<file path="src/rtl/sha256_msg_sched.sv">
// SHA-256 message schedule: takes one padded 512-bit block and streams W[0..ROUNDS-1],
// one 32-bit word per handshake, expanding W[16..] through a registered 16-word window.
module sha256_msg_sched #(
  parameter int ROUNDS = 64,
  parameter int IDX_W  = 6
) (
  input  logic             clk,
  input  logic             rst_n,
  input  logic             blk_valid,
  output logic             blk_ready,
  input  logic [511:0]     blk_data,
  output logic             w_valid,
  input  logic             w_ready,
  output logic [31:0]      w_out,
  output logic [IDX_W-1:0] w_idx,
  output logic             busy
);

  typedef enum logic {
    IDLE = 1'b0,
    EMIT = 1'b1
  } state_t;

  state_t           state_q, state_d;
  logic [31:0]      win_q [16];
  logic [IDX_W-1:0] idx_q;
  logic             accept;
  logic             advance;
  logic             last_word;
  logic [31:0]      w_next;

  function automatic logic [31:0] sig0(input logic [31:0] x);
    return {x[6:0], x[31:7]} ^ {x[17:0], x[31:18]} ^ {3'b000, x[31:3]};
  endfunction

  function automatic logic [31:0] sig1(input logic [31:0] x);
    return {x[16:0], x[31:17]} ^ {x[18:0], x[31:19]} ^ {10'b0, x[31:10]};
  endfunction

  // Window holds W[t..t+15] with W[t] in slot 0, so W[t+16] needs slots 0, 1, 9 and 14.
  assign w_next    = sig1(win_q[14]) + win_q[9] + sig0(win_q[1]) + win_q[0];
  assign last_word = (idx_q == IDX_W'(ROUNDS - 1));

  // NOTE: every signal written here gets a default first so no path leaves it unassigned,
  // which is what keeps this block from inferring latches.
  always_comb begin
    state_d   = state_q;
    blk_ready = (state_q == IDLE);
    w_valid   = (state_q == EMIT);
    busy      = (state_q != IDLE);
    accept    = 1'b0;
    advance   = 1'b0;
    case (state_q)
      IDLE: begin
        if (blk_valid) begin
          accept  = 1'b1;
          state_d = EMIT;
        end
      end
      EMIT: begin
        if (w_ready) begin
          advance = 1'b1;
          if (last_word) state_d = IDLE;
        end
      end
      default: state_d = IDLE;
    endcase
  end

  // NOTE: sequential state uses non-blocking assignments so every register samples the
  // pre-edge values; blocking here would let the window shift read half-updated slots.
  always_ff @(posedge clk or negedge rst_n) begin
    if (!rst_n) state_q <= IDLE;
    else        state_q <= state_d;
  end

  // NOTE: the window is only 16 words and must read as zero after reset, so it is reset
  // like ordinary flops rather than treated as an unreset memory.
  always_ff @(posedge clk or negedge rst_n) begin
    if (!rst_n) begin
      for (int i = 0; i < 16; i++) win_q[i] <= '0;
      idx_q <= '0;
    end else if (accept) begin
      for (int i = 0; i < 16; i++) win_q[i] <= blk_data[511 - 32*i -: 32];
      idx_q <= '0;
    end else if (advance) begin
      for (int i = 0; i < 15; i++) win_q[i] <= win_q[i + 1];
      win_q[15] <= w_next;
      // Index saturates on the final word; the next accept clears it.
      if (!last_word) idx_q <= idx_q + IDX_W'(1);
    end
  end

  assign w_out = win_q[0];
  assign w_idx = idx_q;

endmodule

</file>
<file path="config.mk">
export PLATFORM = sky130hd
export DESIGN_NAME = sha256_msg_sched
export DESIGN_NICKNAME = d
export VERILOG_FILES = /design/src/rtl/sha256_msg_sched.sv
export SDC_FILE = /design/constraint.sdc
export NUM_CORES = 1
export LEC_CHECK = 0
export BUFFER_PORTS_ARGS = -buffer_cell sky130_fd_sc_hd__buf_4
export CAP_MARGIN = 30
export CORE_AREA = 3 3 241 243
export DETAILED_ROUTE_END_ITERATION = 8
export DIE_AREA = 0 0 244 246
export HOLD_SLACK_MARGIN = 0.06
export PLACE_DENSITY_LB_ADDON = 0.15
export SLEW_MARGIN = 5
export SYNTH_ARGS = -nofsm -noshare
export SYNTH_HDL_FRONTEND = slang
export SYNTH_SLANG_ARGS = --single-unit
export TNS_END_PERCENT = 50
</file>
<file path="constraint.sdc">
create_clock -name clk -period 12 [get_ports clk]
set_input_delay 1.2 -clock clk [delete_from_list [all_inputs] [get_ports clk]]
set_output_delay 1.2 -clock clk [all_outputs]
set_load 0.05 [all_outputs]
</file>
Yosys cells after proc, flatten, opt, wreduce, memory -nomap -nowiden:

Index checks and enable logic that the tools add are counted.

* bits in registers: 519
* bits in latches: 0
* bits in writable memories: 0
* bits in read-only memories: 0
* bits of input ports: 516
* word-level logic and storage cells: 43
* memories: 0

* $add $sub $neg: 4
* $mul: 0
* div/mod/pow operators: 0
* order comparisons: 0
* eq/ne operators: 2
* shifts and indexed selects: 0
* multiplexer cells: 12
* bitwise gates (word level): 5
* reduce and logical (&&, ||, !) cells: 2

Operators by type and width (count)
* $mux W512: 2
* $add A32 B32 Y32: 3
* $xor A32 B32 Y32: 2
* $xor A32 B22 Y32: 1
* $xor A32 B29 Y32: 1
* $mux W6: 3
* $add A6 B1 Y6 const B: 1
* $eq A6 B6 Y1 const B: 1
* $mux W1: 6
* $ne A2 B2 Y1 const B: 1
* $pmux W1 S2: 1
* $reduce_and A2 Y1: 1
* $reduce_bool A2 Y1: 1
* $not A1 Y1: 1

Depth between registers and ports, before layout:

* word-level depth: 7
* depth in mapped cells: 15

Least setup slack after synthesis:

No wires, ideal clock.

* path kind: register to register
* start point: register win_q[50] in the netlist's numbering
* end point: register win_q[15] in the netlist's numbering
* setup time: 0.137 ns
* arrival time: 3.857 ns
* required time: 11.863 ns
* slack: 8.006 ns
* cell stages (with the launch flop): 16
* buffers on the path: 1
* clock period less this slack: 3.994 ns
* cells stage by stage: dfrtp_1 -> clkbuf_1 -> xor2_1 -> xnor2_1 -> fa_1 -> inv_1 -> fa_1 -> ha_1 -> fa_1 -> a21o_1 -> a221oi_2 -> a2111oi_2 -> or3_1 -> a21oi_1 -> xor2_1 -> a21oi_1

* cells in the longest elaborated chain, start to end: 7

Ends and longest elaborated chain
* from (decl): RTL line 25 `logic [31:0] win_q [16];`
* $xor A32 B32 Y32: RTL line 37 `return {x[16:0], x[31:17]} ^ {x[18:0], x[31:19]} ^ {10'b0, x[31:10]};`
* $xor A32 B22 Y32 *: RTL line 37
* $add A32 B32 Y32 * (3 in a row): RTL line 41 `assign w_next = sig1(win_q[14]) + win_q[9] + sig0(win_q[1]) + win_q[0];`
* $mux W512 *: RTL line 86 `end else if (advance) begin`
* $mux W512 *: RTL line 83 `end else if (accept) begin`

Every way passes the cells marked *; elsewhere a longest branch is shown, timed or not. The select of a mux whose other input is x is not followed.
A chain may end at the register's enable or synchronous reset.

Final worst setup path:

* start point: register win_q[50] in the netlist's numbering
* end point: register win_q[29] in the netlist's numbering

The elaborated chain is that of the path after synthesis.

==> summary by stage <==
Clock network
The number of setup buffers added after CTS is 0. The sink count of the clock tree is 519. The post-cts sizing count is 0. For this design, the CTS-stage hold fixing added 0 buffers. The number of CTS-inserted buffers is 56. The later-pin clock latency in the skew report is 0.62 ns. The TritonCTS clock tree is built. The number of H-tree branching levels is 2.

The maximum clock path buffer count is 3. In this run the clock root is driven by a sky130_fd_sc_hd__clkbuf_16. After clock tree synthesis, the clock-pin slew on the worst setup and hold paths is 0.06 ns.

Routing
Once detail routing completed, the nets flagged for antenna violations numbered 0. For this block, the via count after detailed routing is 25,705. The routed via count divided by cell count is 5.625. The detailed-router iteration count before antenna repair is 6. The number of design-rule violations left by the first detailed-router iteration is 2,564. The detailed-route DRC error count is 0.

Dividing the detail-routed wire length by the instance count gives 22.56 µm. Wires add up to 103,100 µm.

Pwr
The power density over the cells is 317.0 nW/µm². The analysis attributes to cell leakage a power of 0.01603 µW. Summing internal, switching and leakage power gives 10,740 µW.

The maximum ir drop on the vdd rail is 0.2793 mV.

Global route
The via count of the first global-routing pass was 24,368. Summed over all layers, the global routing overflow is 0. The largest net degree at the start of global routing is 255. The initial antenna violation count is 14. The first global-routing pass estimated 150,700 µm of wire. The global routing usage summed across all routing layers is 0.3337.

Final layout
Counting the fill cells in the layout gives 5,160. Relative to the synthesized area, the layout overhead comes to 21.38%. The final-stage net count is 4,376.

The fraction of final layout cells sized beyond drive strength 1 is 0.1775.

Floorplanning
The area of the core region is 56,170 µm². The starting utilization of the core area is 0.4967. The top-level I/O count is 557. The die span in y is 246 µm. The chip width is 244 µm. The die covers 60,020 µm². Row generation in the floorplan step produced 87 rows.

Job
The tool flagged a number of max-cap violations equal to 0.

Logic synthesis
The share of the synthesized netlist area taken by xor and xnor gates is 0.04615. The async set or reset register ratio after synthesis is 1.000. The simple logic cell fraction of the synthesized area is 0.2234. The sequential element share of the synthesized area is 0.4656.

The cell count after synthesis is 3,450. Of the total synthesized cell area, the portion taken by full adders, half adders and majority gates is 0.05884. Of the post-synthesis cell area, the dominant cell type holds 0.4656.

The mux share of post-synthesis cell area is 0.001121. The number of nets handed over by synthesis was 4,060. The compound-gate portion of the synthesized area was 0.1396. The average instance in the mapped netlist occupies 8.086 µm².

The synthesis warning total is 0. Yosys mapped a number of flops with a built-in enable equal to 0. The leading register cell type out of synthesis is sky130_fd_sc_hd__dfrtp_1. The synthesized netlist occupies a cell area of 27,900 µm². After synthesis, the cell types taking the most area are sky130_fd_sc_hd__dfrtp_1 47%, sky130_fd_sc_hd__nand2_1 14%, sky130_fd_sc_hd__a31oi_1 11%. The number of different library cells used by synthesis comes to 57. The dominant cell type by area after synthesis is sky130_fd_sc_hd__dfrtp_1. The number of synthesized register bits is 519. After synthesis, the largest family of logic cells by area is simple AND/OR/NAND/NOR gates.

Timing
Setup repair after global routing left no endpoint under its margin. For this run, the top clock speed supported by timing is 0.2312 GHz. The setup violation total in the final timing report is 0. The total negative slack for setup checks is 0 ns. The hold slack is 0.5409 ns. Of the available clock period, the critical path in the final layout requires 0.3605. Measured against its own limit, the worst slew margin works out to 0.3120. The max-slew violation total from the final report is 0. The worst setup skew after layout is 0.01848 ns. The post-route minimum period is 4.325 ns.

The number of failing hold endpoints at the final stage is 0. The slew at the pin closest to its max-slew limit is 1.032 ns.

Critical path
The data required time of the critical path is 12.46 ns. The startpoint kind of the worst setup timing path is a flip-flop. The data arrival time of the critical path is 4.79 ns. STA classifies the critical path endpoint as a flip-flop. Of all nets on the critical path, the largest fanout is 5.

The critical path in this run is classified as reg -> reg.

Placed design
During placement, the flow inserted port buffers numbering 556. The congestion estimate from routability-driven global placement came to 0.9468. The HPWL after detailed placement is 75,670 µm.

Min path
The classification of the worst-slack hold path is reg -> reg.

Run status
The flow ran to the end, and the final reports show no timing, DRC or antenna violations.
-- report_power, final --
part	internal, µW	total [µW]	switching (µW)
Clock	1030	1760	738
Combinational	2490	6320	3820
Sequential	2220	2650	439
-- cell usage after synthesis (all sizes together), types with 32 or more instances --
library cell	n
nand2	1057
xor2	54
fa	62
buf	55
dfrtp	519
clkbuf	266
ha	32
xnor2	93
inv	124
a31oi	497
a21oi	45
nor2	521
-- worst paths after layout --
| path | slack (ns) | endpoint | depth (start not counted) | startpoint |
|---|---|---|---|---|
| setup / recovery | 7.67 | win_q[29] | 14 | win_q[50] |
| hold / removal | 0.54 | win_q[317] | 2 | win_q[317] |
| setup reg to reg | 7.67 | win_q[29] | 14 | win_q[50] |
| hold reg to reg | 0.54 | win_q[317] | 2 | win_q[317] |
| max in group asynchronous | 9.26 | win_q[49] | 3 | rst_n |
| min in group asynchronous | 0.57 | win_q[287] | 1 | rst_n |
-- per-stage QoR --
step | setup slack, ns | cell area, µm² | util | cells
final | 7.675 | 33860 | 0.6028 | 4570
after global placement | 7.800 | 31940 | 0.5686 | 4462
after global routing | 7.430 | 33860 | 0.6028 | 4569
after CTS | 7.700 | 33770 | 0.6013 | 4556
after floorplan | 8.006 | 27900 | - | 3450
after detailed placement | 7.731 | 31940 | 0.5686 | 4462
-- worst max-delay path: stages (launching register included) --
cell and delay [ns]:
sky130_fd_sc_hd__dfrtp_1 0.45, sky130_fd_sc_hd__xor2_1 0.19, sky130_fd_sc_hd__xnor2_1 0.21, sky130_fd_sc_hd__fa_1 0.45, sky130_fd_sc_hd__inv_1 0.08, sky130_fd_sc_hd__fa_1 0.42, sky130_fd_sc_hd__ha_1 0.23, sky130_fd_sc_hd__fa_1 0.46
sky130_fd_sc_hd__a21o_1 0.20, sky130_fd_sc_hd__a221oi_2 0.40, sky130_fd_sc_hd__a21oi_2 0.19, sky130_fd_sc_hd__a221oi_4 0.37, sky130_fd_sc_hd__o31ai_2 0.18, sky130_fd_sc_hd__nor4_1 0.27, sky130_fd_sc_hd__a311oi_1 0.08
-- state kept, by name (all words and copies together), names as in the netlist --
name and cells:
win_q 480, w_out 32, w_idx 6, busy 1
-- kinds of logic (layout without fill, tap and decap cells) --
group / count (synthesis) / in the layout
other: 0 / 12
adder cells (fa/ha/maj): 94 / 94
buffers and inverters: 445 / 797
multiplexers: 3 / 3
XOR/XNOR: 147 / 147
AND/OR/NAND/NOR: 1628 / 1628
AO/OA/AOI/OAI: 614 / 614
flip-flops: 519 / 519
-- layout by cell type (no fill, tap or decap), types with 3 or more instances in the layout --
cell type / count
sky130_fd_sc_hd__a21o_1: 12
sky130_fd_sc_hd__a21oi_1: 44
sky130_fd_sc_hd__a31oi_1: 497
sky130_fd_sc_hd__and3_1: 12
sky130_fd_sc_hd__buf_12: 7
sky130_fd_sc_hd__buf_4: 569
sky130_fd_sc_hd__bufinv_16: 3
sky130_fd_sc_hd__clkbuf_1: 11
sky130_fd_sc_hd__clkbuf_16: 56
sky130_fd_sc_hd__clkbuf_8: 18
sky130_fd_sc_hd__clkinv_2: 4
sky130_fd_sc_hd__dfrtp_1: 519
sky130_fd_sc_hd__diode_2: 12
sky130_fd_sc_hd__fa_1: 62
sky130_fd_sc_hd__ha_1: 32
sky130_fd_sc_hd__inv_1: 124
sky130_fd_sc_hd__nand2_1: 1055
sky130_fd_sc_hd__nand3_1: 5
sky130_fd_sc_hd__nand4_1: 7
sky130_fd_sc_hd__nor2_1: 521
sky130_fd_sc_hd__nor3_1: 8
sky130_fd_sc_hd__o211ai_1: 3
sky130_fd_sc_hd__o21a_1: 8
sky130_fd_sc_hd__o21ai_0: 18
sky130_fd_sc_hd__o21bai_1: 5
sky130_fd_sc_hd__or3_1: 5
sky130_fd_sc_hd__xnor2_1: 93
sky130_fd_sc_hd__xor2_1: 54
-- cell type report --
| class | instances | area (µm²) | share of cell area |
|---|---|---|---|
| Timing Repair Buffer | 579 | 4482 | 0.1324 |
| Inverter | 124 | 465.4 | 0.01375 |
| Multi-Input combinational cell | 2486 | 13110 | 0.3872 |
| Clock inverter | 9 | 148.9 | 0.004397 |
| Clock buffer | 85 | 1690 | 0.04992 |
| Antenna cell | 12 | 30.03 | 0.0008869 |
| Sequential cell | 519 | 12990 | 0.3836 |
| Tap cell | 756 | 945.9 | 0.02794 |
-- metal layers --
layer	global-route usage	routed length (µm)	vias up
li1	-	-	11915
met1	0.4699	43580	12488
met2	0.5018	46330	1092
met3	0.06889	8504	204
met4	0.1447	4643	6
met5	0	32	-
(Power assumes the default switching activity.)
